<file path="src/rtl/exception_unit_pkg.sv">
// Shared types and constants for the exception unit: FSM states, global
// exception class codes, per-unit descriptor codes and priority ranks.
package exception_unit_pkg;

    typedef enum logic [1:0] {
        IDLE = 2'd0,
        RUN  = 2'd1,
        TRAP = 2'd2
    } exc_state_t;

    // Global exception class codes reported to the host.
    localparam logic [2:0] CLASS_NONE = 3'b000;
    localparam logic [2:0] CLASS_ALU  = 3'b001;
    localparam logic [2:0] CLASS_REG  = 3'b010;
    localparam logic [2:0] CLASS_CTRL = 3'b011;
    localparam logic [2:0] CLASS_DMEM = 3'b101;
    localparam logic [2:0] CLASS_IMEM = 3'b110;

    // Per-unit descriptor codes; 00 always means "no exception".
    localparam logic [1:0] DESC_NONE = 2'b00;
    localparam logic [1:0] CTRL_EXIT = 2'b11;

    // Priority ranks, 0 = highest priority.
    localparam int             NUM_UNITS = 5;
    localparam int             RANK_W    = 3;
    localparam logic [RANK_W-1:0] PRIO_IMEM = 3'd0;
    localparam logic [RANK_W-1:0] PRIO_CTRL = 3'd1;
    localparam logic [RANK_W-1:0] PRIO_REG  = 3'd2;
    localparam logic [RANK_W-1:0] PRIO_ALU  = 3'd3;
    localparam logic [RANK_W-1:0] PRIO_DMEM = 3'd4;

    // Maps a priority rank to the class code of the unit holding it.
    function automatic logic [2:0] rank_class(input logic [RANK_W-1:0] rank);
        case (rank)
            PRIO_IMEM: rank_class = CLASS_IMEM;
            PRIO_CTRL: rank_class = CLASS_CTRL;
            PRIO_REG:  rank_class = CLASS_REG;
            PRIO_ALU:  rank_class = CLASS_ALU;
            PRIO_DMEM: rank_class = CLASS_DMEM;
            default:   rank_class = CLASS_NONE;
        endcase
    endfunction

endpackage

</file>
<file path="src/rtl/exception_priority_encoder.sv">
// Combinational fixed-priority selection among the five per-unit exception
// descriptors: imem > ctrl > reg > alu > dmem.
module exception_priority_encoder
    import exception_unit_pkg::*;
(
    input  logic [1:0] i_alu_exc,
    input  logic [1:0] i_reg_exc,
    input  logic [1:0] i_ctrl_exc,
    input  logic [1:0] i_dmem_exc,
    input  logic [1:0] i_imem_exc,
    output logic       o_any_exc,
    output logic [2:0] o_class,
    output logic [1:0] o_descriptor
);

    logic [1:0] w_desc [NUM_UNITS];

    // Arrange descriptors by rank, then scan lowest to highest priority so
    // the highest-priority nonzero descriptor is the last one written.
    always_comb begin
        w_desc[PRIO_IMEM] = i_imem_exc;
        w_desc[PRIO_CTRL] = i_ctrl_exc;
        w_desc[PRIO_REG]  = i_reg_exc;
        w_desc[PRIO_ALU]  = i_alu_exc;
        w_desc[PRIO_DMEM] = i_dmem_exc;
        o_any_exc    = 1'b0;
        o_class      = CLASS_NONE;
        o_descriptor = DESC_NONE;
        for (int i = NUM_UNITS - 1; i >= 0; i--) begin
            if (w_desc[i[RANK_W-1:0]] != DESC_NONE) begin
                o_any_exc    = 1'b1;
                o_class      = rank_class(i[RANK_W-1:0]);
                o_descriptor = w_desc[i[RANK_W-1:0]];
            end
        end
    end

endmodule

</file>
<file path="src/rtl/exception_unit.sv">
// Exception unit: runs the core on start, latches the first (highest
// priority) exception with its PC, halts the core and raises an interrupt
// to the host that stays pending until acknowledged.
module exception_unit
    import exception_unit_pkg::*;
#(
    parameter int PC_WIDTH        = 12,
    parameter int CYCLE_CNT_WIDTH = 32
) (
    input  logic                       clk,
    input  logic                       rst_n,
    input  logic                       start,
    input  logic [PC_WIDTH-1:0]        pc,
    input  logic [1:0]                 alu_exc,
    input  logic [1:0]                 reg_exc,
    input  logic [1:0]                 ctrl_exc,
    input  logic [1:0]                 dmem_exc,
    input  logic [1:0]                 imem_exc,
    input  logic                       irq_ack,
    output logic                       running,
    output logic                       halt,
    output logic                       irq_valid,
    output logic [2:0]                 exc_class,
    output logic [1:0]                 exc_descriptor,
    output logic [PC_WIDTH-1:0]        exc_pc,
    output logic                       exit_ok,
    output logic [CYCLE_CNT_WIDTH-1:0] cycle_count
);

    exc_state_t                 r_state;
    exc_state_t                 w_next_state;
    logic                       r_running;
    logic                       r_halt;
    logic                       r_irq_valid;
    logic [2:0]                 r_exc_class;
    logic [1:0]                 r_exc_desc;
    logic [PC_WIDTH-1:0]        r_exc_pc;
    logic                       r_exit_ok;
    logic [CYCLE_CNT_WIDTH-1:0] r_cycle_count;

    logic                       w_any_exc;
    logic [2:0]                 w_class;
    logic [1:0]                 w_desc;

    // Counter sticks at all-ones instead of wrapping.
    function automatic logic [CYCLE_CNT_WIDTH-1:0] sat_inc(
        input logic [CYCLE_CNT_WIDTH-1:0] value
    );
        if (&value) begin
            sat_inc = value;
        end else begin
            sat_inc = value + CYCLE_CNT_WIDTH'(1);
        end
    endfunction

    exception_priority_encoder u_prio (
        .i_alu_exc    (alu_exc),
        .i_reg_exc    (reg_exc),
        .i_ctrl_exc   (ctrl_exc),
        .i_dmem_exc   (dmem_exc),
        .i_imem_exc   (imem_exc),
        .o_any_exc    (w_any_exc),
        .o_class      (w_class),
        .o_descriptor (w_desc)
    );

    // State register.
    always_ff @(posedge clk) begin
        if (!rst_n) begin
            r_state <= IDLE;
        end else begin
            r_state <= w_next_state;
        end
    end

    // Next-state logic: descriptors only matter in RUN, start only in IDLE,
    // acknowledge only in TRAP.
    always_comb begin
        w_next_state = r_state;
        case (r_state)
            IDLE:    if (start) w_next_state = RUN;
            RUN:     if (w_any_exc) w_next_state = TRAP;
            TRAP:    if (r_irq_valid && irq_ack) w_next_state = IDLE;
            default: w_next_state = IDLE;
        endcase
    end

    // Registered outputs and exception record; status flags follow the
    // state being entered so they are valid on the same edge as the state.
    always_ff @(posedge clk) begin
        if (!rst_n) begin
            r_running     <= 1'b0;
            r_halt        <= 1'b1;
            r_irq_valid   <= 1'b0;
            r_exc_class   <= CLASS_NONE;
            r_exc_desc    <= DESC_NONE;
            r_exc_pc      <= '0;
            r_exit_ok     <= 1'b0;
            r_cycle_count <= '0;
        end else begin
            r_running   <= (w_next_state == RUN);
            r_halt      <= (w_next_state != RUN);
            r_irq_valid <= (w_next_state == TRAP);
            if (r_state == IDLE && start) begin
                r_exc_class   <= CLASS_NONE;
                r_exc_desc    <= DESC_NONE;
                r_exc_pc      <= '0;
                r_exit_ok     <= 1'b0;
                r_cycle_count <= '0;
            end
            if (r_state == RUN) begin
                r_cycle_count <= sat_inc(r_cycle_count);
                if (w_any_exc) begin
                    r_exc_class <= w_class;
                    r_exc_desc  <= w_desc;
                    r_exc_pc    <= pc;
                    r_exit_ok   <= (w_class == CLASS_CTRL) && (w_desc == CTRL_EXIT);
                end
            end
        end
    end

    assign running        = r_running;
    assign halt           = r_halt;
    assign irq_valid      = r_irq_valid;
    assign exc_class      = r_exc_class;
    assign exc_descriptor = r_exc_desc;
    assign exc_pc         = r_exc_pc;
    assign exit_ok        = r_exit_ok;
    assign cycle_count    = r_cycle_count;

endmodule

</file>
<file path="config.mk">
export PLATFORM = sky130hd
export DESIGN_NAME = exception_unit
export DESIGN_NICKNAME = d
export VERILOG_FILES = /design/src/rtl/exception_unit_pkg.sv /design/src/rtl/exception_priority_encoder.sv /design/src/rtl/exception_unit.sv
export SDC_FILE = /design/constraint.sdc
export NUM_CORES = 1
export LEC_CHECK = 0
export CAP_MARGIN = 10
export CORE_MARGIN = 5
export CORE_UTILIZATION = 50
export DETAILED_ROUTE_END_ITERATION = 16
export PLACE_DENSITY_LB_ADDON = 0.12
export SETUP_SLACK_MARGIN = 0.15
export SLEW_MARGIN = 10
export SYNTH_ARGS = -nofsm -noshare
export SYNTH_HDL_FRONTEND = slang
export SYNTH_SLANG_ARGS = --single-unit
</file>
<file path="constraint.sdc">
create_clock -name clk -period 6.6 [get_ports clk]
set_clock_uncertainty 0.2 [all_clocks]
set_input_delay 1.32 -clock clk [delete_from_list [all_inputs] [get_ports clk]]
set_output_delay 1.32 -clock clk [all_outputs]
set_load 0.05 [all_outputs]
</file>
==> results of run 1 <==
layer usage:
metal / GRT usage, % / part of all wire (%)
met1: 24.2 / 44
met2: 33.1 / 46
met3: 6.91 / 8.7
met4: 5.98 / 0.98
met5: 0 / 0
power breakdown:
part | switching [mW] | leakage [nW] | total, mW | internal, mW
logic | 0.0524 | 0.585 | 0.0858 | 0.0334
clock network | 0.109 | 0.0654 | 0.261 | 0.152
registers | 0.00525 | 0.445 | 0.344 | 0.339
total | 0.167 | 1.10 | 0.691 | 0.524
state kept, by name (all words and copies together), names as in the netlist:
| name | cells |
|---|---|
| exc_pc | 12 |
| cycle_count | 32 |
| halt | 1 |
| exc_descriptor | 2 |
| exit_ok | 1 |
| exc_class | 3 |
| r_state | 2 |
| running | 1 |
| irq_valid | 1 |
cells by family after synthesis:
family	Yosys count	share of synthesized area (%)
flip-flops	55	42.9
AND/OR/NAND/NOR	117	26.4
AO/OA/AOI/OAI	99	24.7
adder cells (fa/ha/maj)	1	0.487
buffers and inverters	23	5.51
final timing paths:
| check | startpoint | endpoint | slack (ns) | cells after the start |
|---|---|---|---|---|
| max | dmem_exc[1] | exc_pc[2]$_SDFF_PN0_ | 2.96 | 5 |
| min | exit_ok$_SDFF_PN0_ | exit_ok$_SDFF_PN0_ | 0.26 | 2 |
| max reg2reg | cycle_count[0]$_SDFFE_PN0P_ | cycle_count[12]$_SDFFE_PN0P_ | 3.91 | 7 |
| min reg2reg | exit_ok$_SDFF_PN0_ | exit_ok$_SDFF_PN0_ | 0.26 | 2 |
stage by stage:
step / power [mW] / instances / util, % / hold slack, ns
after global routing: 0.715 / 438 / 69.1 / 0.284
after CTS: 0.695 / 438 / 68.9 / 0.264
after global placement: 0.437 / 430 / 66.3 / 0.239
after detailed placement: 0.437 / 430 / 66.3 / 0.246
final: 0.691 / 438 / 69.1 / 0.264
after floorplan: 0.403 / 295 / - / 0.378
cells in the final DEF, fill, tap and decap left out, types with 4 or more instances in the layout:
| cell type | Yosys | layout |
|---|---|---|
| a21oi_1 | 33 | 33 |
| a22o_1 | 14 | 14 |
| clkbuf_8 | 2 | 5 |
| clkdlybuf4s50_1 | 0 | 78 |
| dfxtp_1 | 55 | 55 |
| inv_1 | 8 | 8 |
| nand2_1 | 21 | 21 |
| nand3_1 | 13 | 13 |
| nand4_1 | 18 | 18 |
| nor2_1 | 13 | 13 |
| nor3_1 | 6 | 6 |
| o211ai_1 | 4 | 4 |
| o21ai_0 | 19 | 18 |
| o31ai_1 | 12 | 12 |
| or3_1 | 15 | 15 |
| or4_1 | 12 | 12 |
worst reg2reg max path, delay by kind of cell (launching register included):
family	cells	cell delay (ns)
AO/OA/AOI/OAI	2	0.33
flip-flops	1	0.43
buffers and inverters	1	0.39
AND/OR/NAND/NOR	3	1.06
adder cells (fa/ha/maj)	1	0.22
layout make-up:
| cell class | instances | area share [%] |
|---|---|---|
| Multi-Input combinational cell | 217 | 38.3 |
| Clock inverter | 2 | 1.72 |
| Inverter | 8 | 0.862 |
| Sequential cell | 55 | 31.6 |
| Tap cell | 70 | 2.52 |
| Timing Repair Buffer | 80 | 22.9 |
| Clock buffer | 6 | 2.08 |
==> metrics.txt, run 1 <==
outcome=completed; total CTS buffers=5; min Tclk post-route=3.64 ns; Port-buffer cells=78; Post-DP Area=3340 um2; most frequent cell after synthesis=dfxtp_1; clk buf depth=2; largest cells by area after synthesis=dfxtp_1, a21oi_1, a22o_1, nand4_1, o21ai_0; largest net degree at the start of global routing=48; post-synthesis instance total=about 300; DIE WIDTH=81.7 um; synthesized flop and latch total=55; gr usage total=19.9%; CP endpoint kind=flip-flop; critical-path maximum fanout=16; count of cell types in the netlist=41; die area=6670 um2; clk_lat worst skew=about 0.31 ns; register area=roughly 1100 um2; Synth top area share=42.9%; Primary FF master, synth=dfxtp_1; share of cells above drive strength 1=approximately 5.7%; crit share post-route=55.1%; Final Hold Fails=0; slowest CP cell=nor2_1; Mean Syn Cell Area=approximately 8.7 um2; Pre-antenna DRT Iters=4; leakage power total=1.10 nW; H-tree levels=2; Critical Path RT=6.65 ns; grt total ovfl=0; row count=26; Clock Pin Slew Worst Setup and Hold Paths=0.10 ns; Yosys warnings=0; worst relative slew slack=a little under two fifths; Initial DRC Count=187; setup TNS=0 ns; CTS tree=done; Commonest cells post-synth=dfxtp_1, a21oi_1, nand2_1; critical path arrival=approximately 3.7 ns; dpl ws=2.67 ns; Core Box Area=5040 um2; cts repair resizes=0; first-pass GRT wire length=10.7 mm; Initial Utilization=50.9%; clock sinks=55; area grow syn2layout=35.6%; worst path bufs/invs=1; detailed-route wire length=between 6 and 7 mm; Hold Crit Class=reg -> reg; Crit Path Class=in -> reg; Slew @ Worst Pin=~0.93 ns; mapped cell area=between 2000 and 3000 um2; initial antenna violation count=0; fmax=275 MHz; Slew Viols, Final=0; Crit path largest cell delay=around 0.77 ns; hold buffers post-CTS=0; PwrDens=198 nW/um2; setup bufs post-CTS=0; EDFF count, synth=0; routed len/inst=14.9 um; Detail Route Antenna Nets=0; post-synth top area cell=dfxtp_1; vias per inst=5.89; Antenna Cells=0; asr flop ratio synth=0%; final setup fails=0; Die Y=81.7 um; RSZ-0062 raised after global routing=no; number of global-route vias before repair=2397; Seq/Total Area, Yosys=42.9%; CP delay by family, top=simple AND/OR/NAND/NOR gates; clock root buffer=clkbuf_8; VDD IR max=between 0.1 and 0.15 mV; placer's final routability congestion estimate=0.768; drt drc=0; syn_nets=322; I/O Pins=between 70 and 80; worst setup margin=around 3 ns; multi-input logic area=1340 um2; worst path cell trace=clkdlybuf4s50_1 > nor4_1 > a311oi_1 > nor2_1 > a22o_1; via count=between 2k and 3k; max-cap violations=0; Final Cell Area=3480 um2; CP startpoint kind=primary input; Nets=around 400; Final HPWL DP=approximately 4.6 mm; # fillers=420
No activity file was read; power rests on OpenSTA's default activity.
==> run 2, diff against run 1 <==
--- a/config.mk
+++ b/config.mk
@@ -7,7 +7,7 @@
 export LEC_CHECK = 0
 export CAP_MARGIN = 10
 export CORE_MARGIN = 5
-export CORE_UTILIZATION = 50
+export CORE_UTILIZATION = 42
 export DETAILED_ROUTE_END_ITERATION = 16
 export PLACE_DENSITY_LB_ADDON = 0.12
 export SETUP_SLACK_MARGIN = 0.15
==> constraint.sdc (replaced) <==
create_clock -name clk -period 3.3 [get_ports clk]
set_clock_uncertainty 0.2 [all_clocks]
set_input_delay 0.66 -clock clk [delete_from_list [all_inputs] [get_ports clk]]
set_output_delay 0.66 -clock clk [all_outputs]
set_load 0.05 [all_outputs]
==> run 2 against run 1 <==
Net effect:
- highest routed layer unchanged
- worst hold slack worse by 0.0094 ns
- non-clock buffer count increased by 4
- clock-buffer cell count down 1
- sequential power is 100% higher
- register-to-register slack lost 3.2 ns
- clock power is 54% higher
- power increased by 84%
- largest cell class unchanged
- core utilization decreased by 10 points
- combinational power is 110% higher
- critical path depth up 1
==> metrics.txt, run 2 (synthesis gave the netlist of run 1 again) <==
drt drc=0; M2 GR Usage=28.0%; setup TNS=0 ns; fmax=393 MHz; clock root buffer=clkbuf_8; initial antenna violation count=0; Pwr Total=1.27 mW; most common cell after layout, fill and taps aside=clkdlybuf4s50_1; critical-path maximum fanout=8; Slew @ Worst Pin=~0.83 ns; vias per inst=approximately 5.6; clk_lat worst skew=0.32 ns; DIE WIDTH=88.2 um; FF-to-FF Start=cycle_count[0]$_SDFFE_PN0P_; largest net degree at the start of global routing=52; H-tree levels=2; critical path arrival=between 2 and 3 ns; Initial Utilization=a little over two fifths; Critical Path RT=3.36 ns; met3 Use GR=6.30%; routed len/inst=14.6 um; Post-DP Area=3380 um2; leakage power total=1.10 nW; Hold Crit Start=exit_ok$_SDFF_PN0_; Die Y=about 88 um; Hold Path Depth=2; Final Hold Fails=0; reg-to-reg critical path endpoint=cycle_count[30]$_SDFFE_PN0P_; worst setup margin=0.753 ns; Slew Viols, Final=0; worst relative slew slack=44.8%; Hold Crit Class=reg -> reg; detailed-route wire length=~6.5 mm; dpl ws=0.418 ns; clk buf depth=2; hold buffers post-CTS=0; crit share post-route=77.2%; R2R depth=6; Final HPWL DP=4.73 mm; VDD IR max=about 0.25 mV; Detail Route Antenna Nets=0; final setup fails=0; Nets=398; Port-buffer cells=a little under 80; CP startpoint kind=flip-flop; min Tclk post-route=roughly 2.5 ns; Pre-antenna DRT Iters=4; number of global-route vias before repair=~2.4k; Initial DRC Count=135; CTS tree=done; RSZ-0062 raised after global routing=no; Global Route met1 Usage=22.1%; Largest register FFs=32; Clock Pin Slew Worst Setup and Hold Paths=0.11 ns; cts repair resizes=0; first-pass GRT wire length=10.9 mm; setup bufs post-CTS=0; I/O Pins=79; area grow syn2layout=35.6%; row count=28; Most Crowded Layer GR=met2; CP endpoint kind=flip-flop; clock sinks=55; Final Cell Area=3480 um2; grt total ovfl=0; most frequent cells in the layout=clkdlybuf4s50_1, dfxtp_1, a21oi_1; Crit Path Class=reg -> reg; share of cells above drive strength 1=about 7.0%; outcome=completed; die area=a little under 8000 um2; Antenna Cells=0; Core Box Area=5920 um2; placer's final routability congestion estimate=between 0.7 and 0.8; gr usage total=17.4%; total CTS buffers=5; via count=about 2.5k; flop2flop setup slack=roughly 0.75 ns; PwrDens=364 nW/um2; max-cap violations=0; Hold Path End=exit_ok$_SDFF_PN0_
-- run 2: cell types whose count changed in the layout (fill, tap and decap cells not counted), sizes merged --
cell,before,now
buf,2,6
inv,8,11
clkbuf,6,5
bufinv,2,0
-- run 2: final cells by class --
type | count | area, um2
Inverter | 8 | 30.0
Sequential cell | 55 | 1100
Timing Repair Buffer | 84 | 826
Fill cell | 562 | 2440
Tap cell | 75 | 93.8
Clock buffer | 5 | 68.8
Clock inverter | 3 | 26.3
Multi-Input combinational cell | 217 | 1340
-- run 2: worst max-delay path by stage --
stage	start	end	slack (ns)	cells past startpoint
after floorplan	cycle_count[0]$_SDFFE_PN0P_	cycle_count[19]$_SDFFE_PN0P_	0.73	8
after global placement	ctrl_exc[1]	exit_ok$_SDFF_PN0_	0.46	5
after detailed placement	dmem_exc[1]	exc_descriptor[1]$_SDFF_PN0_	0.42	5
after CTS	cycle_count[0]$_SDFFE_PN0P_	cycle_count[30]$_SDFFE_PN0P_	0.74	6
after global routing	cycle_count[0]$_SDFFE_PN0P_	cycle_count[30]$_SDFFE_PN0P_	0.53	6
final	cycle_count[0]$_SDFFE_PN0P_	cycle_count[30]$_SDFFE_PN0P_	0.75	6
-- run 2: stage by stage --
step | hold WS, ns | instances | utilization (%)
global placement | 0.243 | 439 | 57.1
finish | 0.254 | 447 | 58.8
global route | 0.285 | 447 | 58.8
CTS | 0.257 | 447 | 58.7
floorplan | 0.378 | 295 | -
detailed placement | 0.237 | 439 | 57.1
-- run 2: layer usage --
metal | wire, um | vias to the layer above
li1 | - | 1283
met1 | 2960 | 1166
met2 | 3000 | 71
met3 | 535 | 4
met4 | 44 | 0
met5 | 0 | -
-- run 2: critical path: stages, from the launching register on --
cell	delay (ns)
dfxtp_1	0.43
ha_1	0.22
nand3_1	0.20
nor2_1	0.43
nand4_1	0.36
or3_2	0.50
a21oi_1	0.14
-- run 2: power breakdown --
part / leakage (nW) / internal (mW) / switching (mW)
Combinational: 0.605 / 0.0705 / 0.106
Sequential: 0.445 / 0.678 / 0.0105
Clock: 0.0495 / 0.158 / 0.245
Total: 1.10 / 0.907 / 0.361
